**config.mk**
```make
export PLATFORM = sky130hd
export DESIGN_NAME = pcm_frame_sched
export DESIGN_NICKNAME = d
export VERILOG_FILES = /design/src/rtl/pcm_pkg.sv /design/src/rtl/pcm_tick_gen.sv /design/src/rtl/pcm_frame_sched.sv
export SDC_FILE = /design/constraint.sdc
export NUM_CORES = 1
export LEC_CHECK = 0
export CORE_MARGIN = 5
export CORE_UTILIZATION = 50
export CTS_CLUSTER_DIAMETER = 200
export CTS_CLUSTER_SIZE = 30
export DETAILED_ROUTE_END_ITERATION = 10
export GPL_ROUTABILITY_DRIVEN = 0
export PLACE_DENSITY = 0.8
export SYNTH_ARGS = -nofsm -noshare
export SYNTH_HDL_FRONTEND = slang
export SYNTH_SLANG_ARGS = --single-unit
```
**constraint.sdc**
```tcl
create_clock -name clk -period 12.8 [get_ports clk]
set_input_delay 2.56 -clock clk [delete_from_list [all_inputs] [get_ports clk]]
set_output_delay 2.56 -clock clk [all_outputs]
set_load 0.01 [all_outputs]
```
**src/rtl/pcm_pkg.sv**
```systemverilog
// Shared types and constants for the PCM frame scheduler.
package pcm_pkg;

  typedef enum logic [1:0] {
    ST_IDLE  = 2'd0,
    ST_FILL  = 2'd1,
    ST_LOAD  = 2'd2,
    ST_ARMED = 2'd3
  } pcm_state_e;

  localparam int unsigned DW_DEF    = 32;
  localparam int unsigned DIV_W_DEF = 16;
  localparam int unsigned CNT_W_DEF = 16;

  localparam logic [DW_DEF-1:0] MUTE_WORD = 32'h0000_0000;

endpackage

```
**src/rtl/pcm_tick_gen.sv**
```systemverilog
// Sample-tick divider: counts 0..max(div,1)-1 while running and pulses tick on the
// terminal count; held at zero while stopped or restarting.
module pcm_tick_gen #(
  parameter int unsigned DIV_W = 16
) (
  input  logic             clk,
  input  logic             rst,
  input  logic             run,
  input  logic             restart,
  input  logic [DIV_W-1:0] div,
  output logic             tick
);

  logic [DIV_W-1:0] cnt_q;
  logic [DIV_W-1:0] cnt_d;
  logic [DIV_W-1:0] last_s;

  // Next count and tick; >= keeps a shrinking divisor from running off the end.
  always_comb begin
    cnt_d = cnt_q;
    tick  = 1'b0;
    if (div < DIV_W'(2)) begin
      last_s = {DIV_W{1'b0}};
    end else begin
      last_s = div - DIV_W'(1);
    end
    if (restart || !run) begin
      cnt_d = {DIV_W{1'b0}};
    end else if (cnt_q >= last_s) begin
      cnt_d = {DIV_W{1'b0}};
      tick  = 1'b1;
    end else begin
      cnt_d = cnt_q + DIV_W'(1);
    end
  end

  // Divider state register.
  always_ff @(posedge clk) begin
    if (rst) begin
      cnt_q <= {DIV_W{1'b0}};
    end else begin
      cnt_q <= cnt_d;
    end
  end

endmodule

```
**src/rtl/pcm_frame_sched.sv**
```systemverilog
// Pairs L/R PCM FIFO words into stereo frames and releases one frame per sample tick.
// Build option: define PCM_HOLD_LAST_EN to re-present the last frame on underrun instead of mute.
module pcm_frame_sched
  import pcm_pkg::*;
#(
  parameter int unsigned DW     = DW_DEF,
  parameter int unsigned DIV_W  = DIV_W_DEF,
  parameter int unsigned RD_LAT = 1,
  parameter int unsigned CNT_W  = CNT_W_DEF
) (
  input  logic             clk,
  input  logic             rst,
  input  logic             enable,
  input  logic [DIV_W-1:0] osr_div,
  input  logic             cnt_clr,
  input  logic             l_empty,
  input  logic             r_empty,
  input  logic [DW-1:0]    l_dout,
  input  logic [DW-1:0]    r_dout,
  output logic             l_rd_en,
  output logic             r_rd_en,
  output logic [DW-1:0]    out_l,
  output logic [DW-1:0]    out_r,
  output logic             out_valid,
  input  logic             out_ready,
  output logic [CNT_W-1:0] underrun_cnt,
  output logic [CNT_W-1:0] late_cnt,
  output logic             busy
);

  localparam logic [1:0] LAT_LAST = 2'(RD_LAT - 1);

  pcm_state_e       state_q, state_d;
  logic [1:0]       lat_q, lat_d;
  logic [DW-1:0]    stage_l_q, stage_l_d;
  logic [DW-1:0]    stage_r_q, stage_r_d;
  logic             stage_valid_q, stage_valid_d;
  logic [DW-1:0]    out_l_q, out_l_d;
  logic [DW-1:0]    out_r_q, out_r_d;
  logic             out_valid_q, out_valid_d;
  logic [CNT_W-1:0] und_q, und_d;
  logic [CNT_W-1:0] late_q, late_d;

  logic             tick_s;
  logic             tick_eff_s;
  logic             rd_s;
  logic             und_inc_s;
  logic             late_inc_s;
  logic [DW-1:0]    und_l_s;
  logic [DW-1:0]    und_r_s;

  pcm_tick_gen #(
    .DIV_W (DIV_W)
  ) u_tick (
    .clk     (clk),
    .rst     (rst),
    .run     (state_q != ST_IDLE),
    .restart ((state_q == ST_IDLE) && enable),
    .div     (osr_div),
    .tick    (tick_s)
  );

  // Next-state, frame and counter logic.
  always_comb begin
    state_d       = state_q;
    lat_d         = lat_q;
    stage_l_d     = stage_l_q;
    stage_r_d     = stage_r_q;
    stage_valid_d = stage_valid_q;
    out_l_d       = out_l_q;
    out_r_d       = out_r_q;
    out_valid_d   = out_valid_q;
    und_d         = und_q;
    late_d        = late_q;
    rd_s          = 1'b0;

`ifdef PCM_HOLD_LAST_EN
    und_l_s = out_l_q;
    und_r_s = out_r_q;
`else
    und_l_s = DW'(MUTE_WORD);
    und_r_s = DW'(MUTE_WORD);
`endif

    // A stopping block ignores ticks, except while a read is still landing in LOAD.
    tick_eff_s = tick_s && (enable || (state_q == ST_LOAD));
    und_inc_s  = tick_eff_s && ((state_q == ST_FILL) || (state_q == ST_LOAD));
    late_inc_s = tick_eff_s && out_valid_q && !out_ready;

    case (state_q)
      ST_IDLE: begin
        stage_valid_d = 1'b0;
        if (enable) begin
          state_d = ST_FILL;
        end else begin
          state_d = ST_IDLE;
        end
      end
      ST_FILL: begin
        if (!enable) begin
          state_d = ST_IDLE;
        end else if (!l_empty && !r_empty) begin
          rd_s    = 1'b1;
          lat_d   = 2'd0;
          state_d = ST_LOAD;
        end else begin
          state_d = ST_FILL;
        end
      end
      ST_LOAD: begin
        if (lat_q == LAT_LAST) begin
          stage_l_d     = l_dout;
          stage_r_d     = r_dout;
          stage_valid_d = enable;
          state_d       = enable ? ST_ARMED : ST_IDLE;
        end else begin
          lat_d = lat_q + 2'd1;
        end
      end
      ST_ARMED: begin
        if (!enable) begin
          stage_valid_d = 1'b0;
          state_d       = ST_IDLE;
        end else if (tick_s) begin
          stage_valid_d = 1'b0;
          state_d       = ST_FILL;
        end else begin
          state_d = ST_ARMED;
        end
      end
      default: begin
        stage_valid_d = 1'b0;
        state_d       = ST_IDLE;
      end
    endcase

    // A tick always wins over acceptance so a coinciding handshake keeps valid high.
    if (tick_eff_s) begin
      out_valid_d = 1'b1;
      if (state_q == ST_ARMED) begin
        out_l_d = stage_l_q;
        out_r_d = stage_r_q;
      end else begin
        out_l_d = und_l_s;
        out_r_d = und_r_s;
      end
    end else if (out_valid_q && out_ready) begin
      out_valid_d = 1'b0;
    end else begin
      out_valid_d = out_valid_q;
    end

    if (cnt_clr) begin
      und_d = {CNT_W{1'b0}};
    end else if (und_inc_s && !(&und_q)) begin
      und_d = und_q + CNT_W'(1);
    end else begin
      und_d = und_q;
    end

    if (cnt_clr) begin
      late_d = {CNT_W{1'b0}};
    end else if (late_inc_s && !(&late_q)) begin
      late_d = late_q + CNT_W'(1);
    end else begin
      late_d = late_q;
    end
  end

  // State and output registers.
  always_ff @(posedge clk) begin
    if (rst) begin
      state_q       <= ST_IDLE;
      lat_q         <= 2'd0;
      stage_l_q     <= {DW{1'b0}};
      stage_r_q     <= {DW{1'b0}};
      stage_valid_q <= 1'b0;
      out_l_q       <= {DW{1'b0}};
      out_r_q       <= {DW{1'b0}};
      out_valid_q   <= 1'b0;
      und_q         <= {CNT_W{1'b0}};
      late_q        <= {CNT_W{1'b0}};
    end else begin
      state_q       <= state_d;
      lat_q         <= lat_d;
      stage_l_q     <= stage_l_d;
      stage_r_q     <= stage_r_d;
      stage_valid_q <= stage_valid_d;
      out_l_q       <= out_l_d;
      out_r_q       <= out_r_d;
      out_valid_q   <= out_valid_d;
      und_q         <= und_d;
      late_q        <= late_d;
    end
  end

  // The read strobe is decoded from FILL so the FIFO latency lines up with LOAD.
  assign l_rd_en      = rd_s;
  assign r_rd_en      = rd_s;
  assign out_l        = out_l_q;
  assign out_r        = out_r_q;
  assign out_valid    = out_valid_q;
  assign underrun_cnt = und_q;
  assign late_cnt     = late_q;
  assign busy         = (state_q != ST_IDLE);

endmodule

```
-- After elaboration in Yosys (flattened, before gate mapping)
Cells that the tools add are included.
- register bits: 181
- bits in latches: 0
- memory bits (writable): 0
- ROM bits: 0
- bits of input ports: 87
- output and inout port bits: 100
- memories kept: 0
- $add $sub $neg: 5
- $mul: 0
- div/mod/pow operators: 0
- $lt $le $gt $ge: 2
- eq/ne operators: 7
- shift-type cells: 0
- multiplexer cells: 22
- bitwise gates (word level): 0
- reduce and logical (&&, ||, !) cells: 29
- operators with widths (operator ; count):
    32-bit two-way mux ; 2
    16-bit by 1-bit adder with 16-bit output, second input constant ; 3
    16-bit AND reduction ; 2
    2-bit two-way mux ; 9
    16-bit >= comparator ; 1
    16-bit by 2-bit less-than comparator with 1-bit output, second input constant ; 1
    16-bit two-way mux ; 1
    16-bit by 1-bit subtractor with 16-bit output, second input constant ; 1
    1-bit logical AND ; 9
    1-bit two-way mux ; 8
    2-bit one-hot mux with 4 select lines ; 1
    1-bit logical NOT ; 6
    2-bit nonzero test ; 3
    2-bit == test, second input constant ; 2
    2-bit logical NOT ; 2
    2-bit by 1-bit inequality test with 1-bit output, second input constant ; 2
    2-bit inequality test, second input constant ; 2
    2-bit one-hot mux with 2 select lines ; 1
    4-bit AND reduction ; 1
    1-bit logical OR ; 3
    3-bit OR reduction ; 1
    2-bit by 1-bit adder with 2-bit output, second input constant ; 1
    2-bit by 1-bit == test with 1-bit output, second input constant ; 1
    2-bit AND reduction ; 1
    2-bit OR reduction ; 1

-- Longest topological paths before layout
- depth after elaboration: 9
- mapped depth: 17
- gate-level depth less buffers: 14

-- By module
Synthesis repeated with hierarchy kept, for this count alone.
- cell total of the unflattened synthesis: 982
- area total of the unflattened synthesis: 7890.1 µm²
- modules (own cells, without submodules) (module ; instances ; cells an instance ; area an instance (µm²)):
    pcm_frame_sched ; 1 ; 811 ; 6503.7
    pcm_tick_gen ; 1 ; 171 ; 1386.3

-- Worst setup path before layout
Ideal clock, no wire load.
- path type: input to output
- from: input enable
- to: output r_rd_en
- arrival time: 3.568 ns
- setup slack: 6.672 ns
- cell stages on the path: 3
- cells stage by stage: inv_1 > nor4_1 > buf_4
- cells in the longest elaborated chain, start to end: 2
- RTL lines (what ; line ; source):
    from (decl) ; pcm_frame_sched.sv:13 ; input logic enable,
    1-bit two-way mux ; pcm_frame_sched.sv:100 ; if (!enable) begin
    1-bit two-way mux ; pcm_frame_sched.sv:90 ; case (state_q)
    to (decl) ; pcm_frame_sched.sv:21 ; output logic r_rd_en,
Every way passes these cells.

-- Worst setup path in the final report
Same ends and word-level chain as after synthesis.

==> impl_metrics.sql <==
INSERT INTO impl_metrics (metric_group, metric, value, unit) VALUES
('detailed_routing', 'vias', '7524', ''),
('detailed_routing', 'route.final.wire_length', '20900', 'um'),
('die', 'design.die.area', '18300', 'um2'),
('timing', 'drv_slew', '0', ''),
('clock_tree', 'htree_levels', '4', ''),
('timing', 'period_needed', '7.24', 'ns'),
('status', 'outcome', 'completed', ''),
('global_route', 'globalRoute.totalOverflow', '0', ''),
('clock_tree', 'cts.path.max_buffers', '2', ''),
('yosys', 'synth_compound_gate_area_share', '0.161', ''),
('timing', 'worst_clock_skew', '0.0128', 'ns'),
('yosys', 'number_of_enable_type_register_cells_in_the_synthesized_netlist', '0', ''),
('yosys', 'main_combinational_cell_family_by_area_after_synthesis', 'simple AND/OR/NAND/NOR gates', ''),
('detailed_routing', 'initialDrtViolationCount', '655', ''),
('yosys', 'post_synth_fa_ha_maj_area_fraction', '0.0399', ''),
('pwr', 'power_density', '112', 'nW/um2'),
('timing', 'unrepaired_setup_endpoints_after_global_routing', 'no', ''),
('flow_run', 'max-cap-violations', '0', ''),
('clock_tree', 'tritoncts_num_sinks', '181', ''),
('finish', 'final-instance-count-excl-fill', '1347', ''),
('die', 'pin_count', '187', ''),
('clock_tree', 'cts.repair.resized', '0', ''),
('die', 'die_ht', '135', 'um'),
('timing', 'fmax', '138', 'MHz'),
('clock_tree', 'cts.clk_slew.worst_paths', '0.07', 'ns'),
('global_route', 'globalRouteMet3Util', '0.0475', ''),
('critical_path', 'timing.critical_path.arrival', '4.68', 'ns'),
('detailed_routing', 'remaining_routing_drc_violations', '0', ''),
('yosys', 'ys_seq_elements', '181', ''),
('place', 'port_buffer_cells', '186', ''),
('timing', 'worst-slew-pin-transition', '0.889', 'ns'),
('timing', 'timing.final.hold_violations', '0', ''),
('timing', 'timing.final.crit_share', '0.565', ''),
('global_route', 'first_global_vias', '6845', ''),
('clock_tree', 'cts_buffers', '17', ''),
('place', 'placed_cells_incl_taps', '1315', ''),
('pwr', 'leakagePower', '0.00344', 'uW'),
('critical_path', 'kind_of_critical_path', 'in2out', ''),
('die', 'floorplan.initialDensity', '0.512', ''),
('clock_tree', 'clock-root-buffer', 'sky130_fd_sc_hd__clkbuf_16', ''),
('detailed_routing', 'drt_first_pass_iters', '5', ''),
('place', 'hpwl_after_detailed_placement', '14100', 'um'),
('yosys', 'synth-seq-area-share', '0.462', ''),
('clock_tree', 'cts_post_setup_buffers_inserted', '0', ''),
('yosys', 'synth_area', '7840', 'um2'),
('global_route', 'grt.busiest_layer', 'met2', ''),
('pwr', 'vdd_drop_max', '0.0896', 'mV'),
('critical_path', 'crit_required', '10.24', 'ns'),
('global_route', 'grt_start_max_net_pins', '84', ''),
('die', 'dieWidth', '135', 'um'),
('yosys', 'synth.top_cell.area_share', '0.462', ''),
('yosys', 'synth_flop_cell', 'sky130_fd_sc_hd__dfxtp_1', ''),
('finish', 'filler_cell_count', '1315', ''),
('finish', 'share_of_final_layout_standard_cells_stronger_than_drive_strength_1', '0.0519', ''),
('global_route', 'met2_usage', '0.366', ''),
('global_route', 'grt_use_met1', '0.288', ''),
('detailed_routing', 'wire_per_inst', '15.5', 'um'),
('timing', 'setup-violations-final', '0', ''),
('global_route', 'grt_first_pass_wirelength', '33400', 'um'),
('clock_tree', 'clock_latency_on_the_worst_skew_pair', '0.43', 'ns'),
('yosys', 'synth_simple_gate_area_share', '0.260', ''),
('detailed_routing', 'via_per_inst', '5.59', ''),
('die', 'fp-row-count', '45', ''),
('finish', 'number_of_nets_at_the_end_of_the_flow', '1235', ''),
('yosys', 'synth.most_common_cell', 'sky130_fd_sc_hd__nand2_1', ''),
('critical_path', 'worst_setup_path_start_kind', 'input pin', ''),
('finish', 'flow.area_growth_from_synthesis', '31.9', '%'),
('yosys', 'post_synth_inst_count', '975', ''),
('yosys', 'post_synth_most_frequent_cells', 'sky130_fd_sc_hd__nand2_1, sky130_fd_sc_hd__dfxtp_1, sky130_fd_sc_hd__a21oi_1', ''),
('finish', 'antenna-diode-count', '0', ''),
('yosys', 'synthXorXnorAreaFrac', '0.0291', '');
final timing paths:
path              cells after the start                   startpoint  slack [ns]                    end
hold reg to reg                       2        out_l[1]$_SDFFE_PP0P_        0.45  out_l[1]$_SDFFE_PP0P_
setup reg to reg                      8  u_tick.cnt_q[13]$_SDFF_PP0_        9.64  out_r[6]$_SDFFE_PP0P_
setup / recovery                      4                       enable        5.56                r_rd_en
hold / removal                        2        out_l[1]$_SDFFE_PP0P_        0.45  out_l[1]$_SDFFE_PP0P_
final cells by class:
type | count | area [um2] | share of cell area
clock buffers | 17 | 425 | 0.0411
clock inverters | 15 | 190 | 0.0184
inverters | 11 | 41.3 | 0.00399
multi-input cells | 717 | 3870 | 0.374
flip-flops and latches | 181 | 3620 | 0.350
well taps | 211 | 264 | 0.0255
repair buffers | 195 | 1930 | 0.186
sequential cells by signal (all words and copies together) (netlist names):
| register | cells |
|---|---|
| lat_q | 2 |
| late_cnt | 16 |
| out_l | 32 |
| out_r | 32 |
| out_valid | 1 |
| stage_l_q | 32 |
| stage_r_q | 32 |
| state_q | 2 |
| u_tick.cnt_q | 16 |
| underrun_cnt | 16 |
report_power, final:
group	leakage [uW]	internal [uW]	switching [uW]
sequential	0.00146	564	0.895
combinational	0.00168	31.7	27.0
clock	0.000297	297	237
total	0.00344	892	265
layout by cell type, fill, tap and decap left out, drive strengths merged, types with 4 or more instances in the layout:
master and instances:
nand2 237, o31a 4, clkinv 6, ha 25
a21oi 163, inv 17, nor2 38, o21ai 8
and3 8, dfxtp 181, nand2b 4, nand4 11
a41o 4, o31ai 22, nor4 8, clkdlybuf4s50 185
clkbuf 17, xnor2 8, a31oi 5, buf 10
or4 25, nand3 86, nor3 12, xor2 18
or3 4
routing by layer:
layer | up-vias | part of all wire
met2 | 247 | 0.48
met3 | 38 | 0.057
met1 | 3539 | 0.43
met5 | - | 0
met4 | 0 | 0.026
li1 | 3700 | -
kinds of logic (layout without fill, tap and decap cells):
| kind of cell | Yosys count | in the layout |
|---|---|---|
| AND/OR/NAND/NOR | 443 | 443 |
| AO/OA/AOI/OAI | 221 | 221 |
| multiplexers | 2 | 2 |
| adder cells (fa/ha/maj) | 25 | 25 |
| flip-flops | 181 | 181 |
| buffers and inverters | 77 | 238 |
| XOR/XNOR | 26 | 26 |
critical path, stage by stage:
cell and delay, ns:
sky130_fd_sc_hd__clkdlybuf4s50_1 0.56, sky130_fd_sc_hd__inv_1 0.09, sky130_fd_sc_hd__nor4_1 0.77, sky130_fd_sc_hd__clkdlybuf4s50_1 0.69
through the flow:
stage / setup slack (ns) / utilization / total power, uW / cell area (um2)
after floorplan: 6.67 / - / 600 / 7840
after CTS: 5.57 / 0.675 / 1170 / 10300
final: 5.56 / 0.675 / 1160 / 10300
after global routing: 5.41 / 0.675 / 1200 / 10300
after detailed placement: 5.39 / 0.635 / 636 / 9720
after global placement: 5.53 / 0.635 / 635 / 9720
Note: power is estimated with default switching activity, not from simulation.
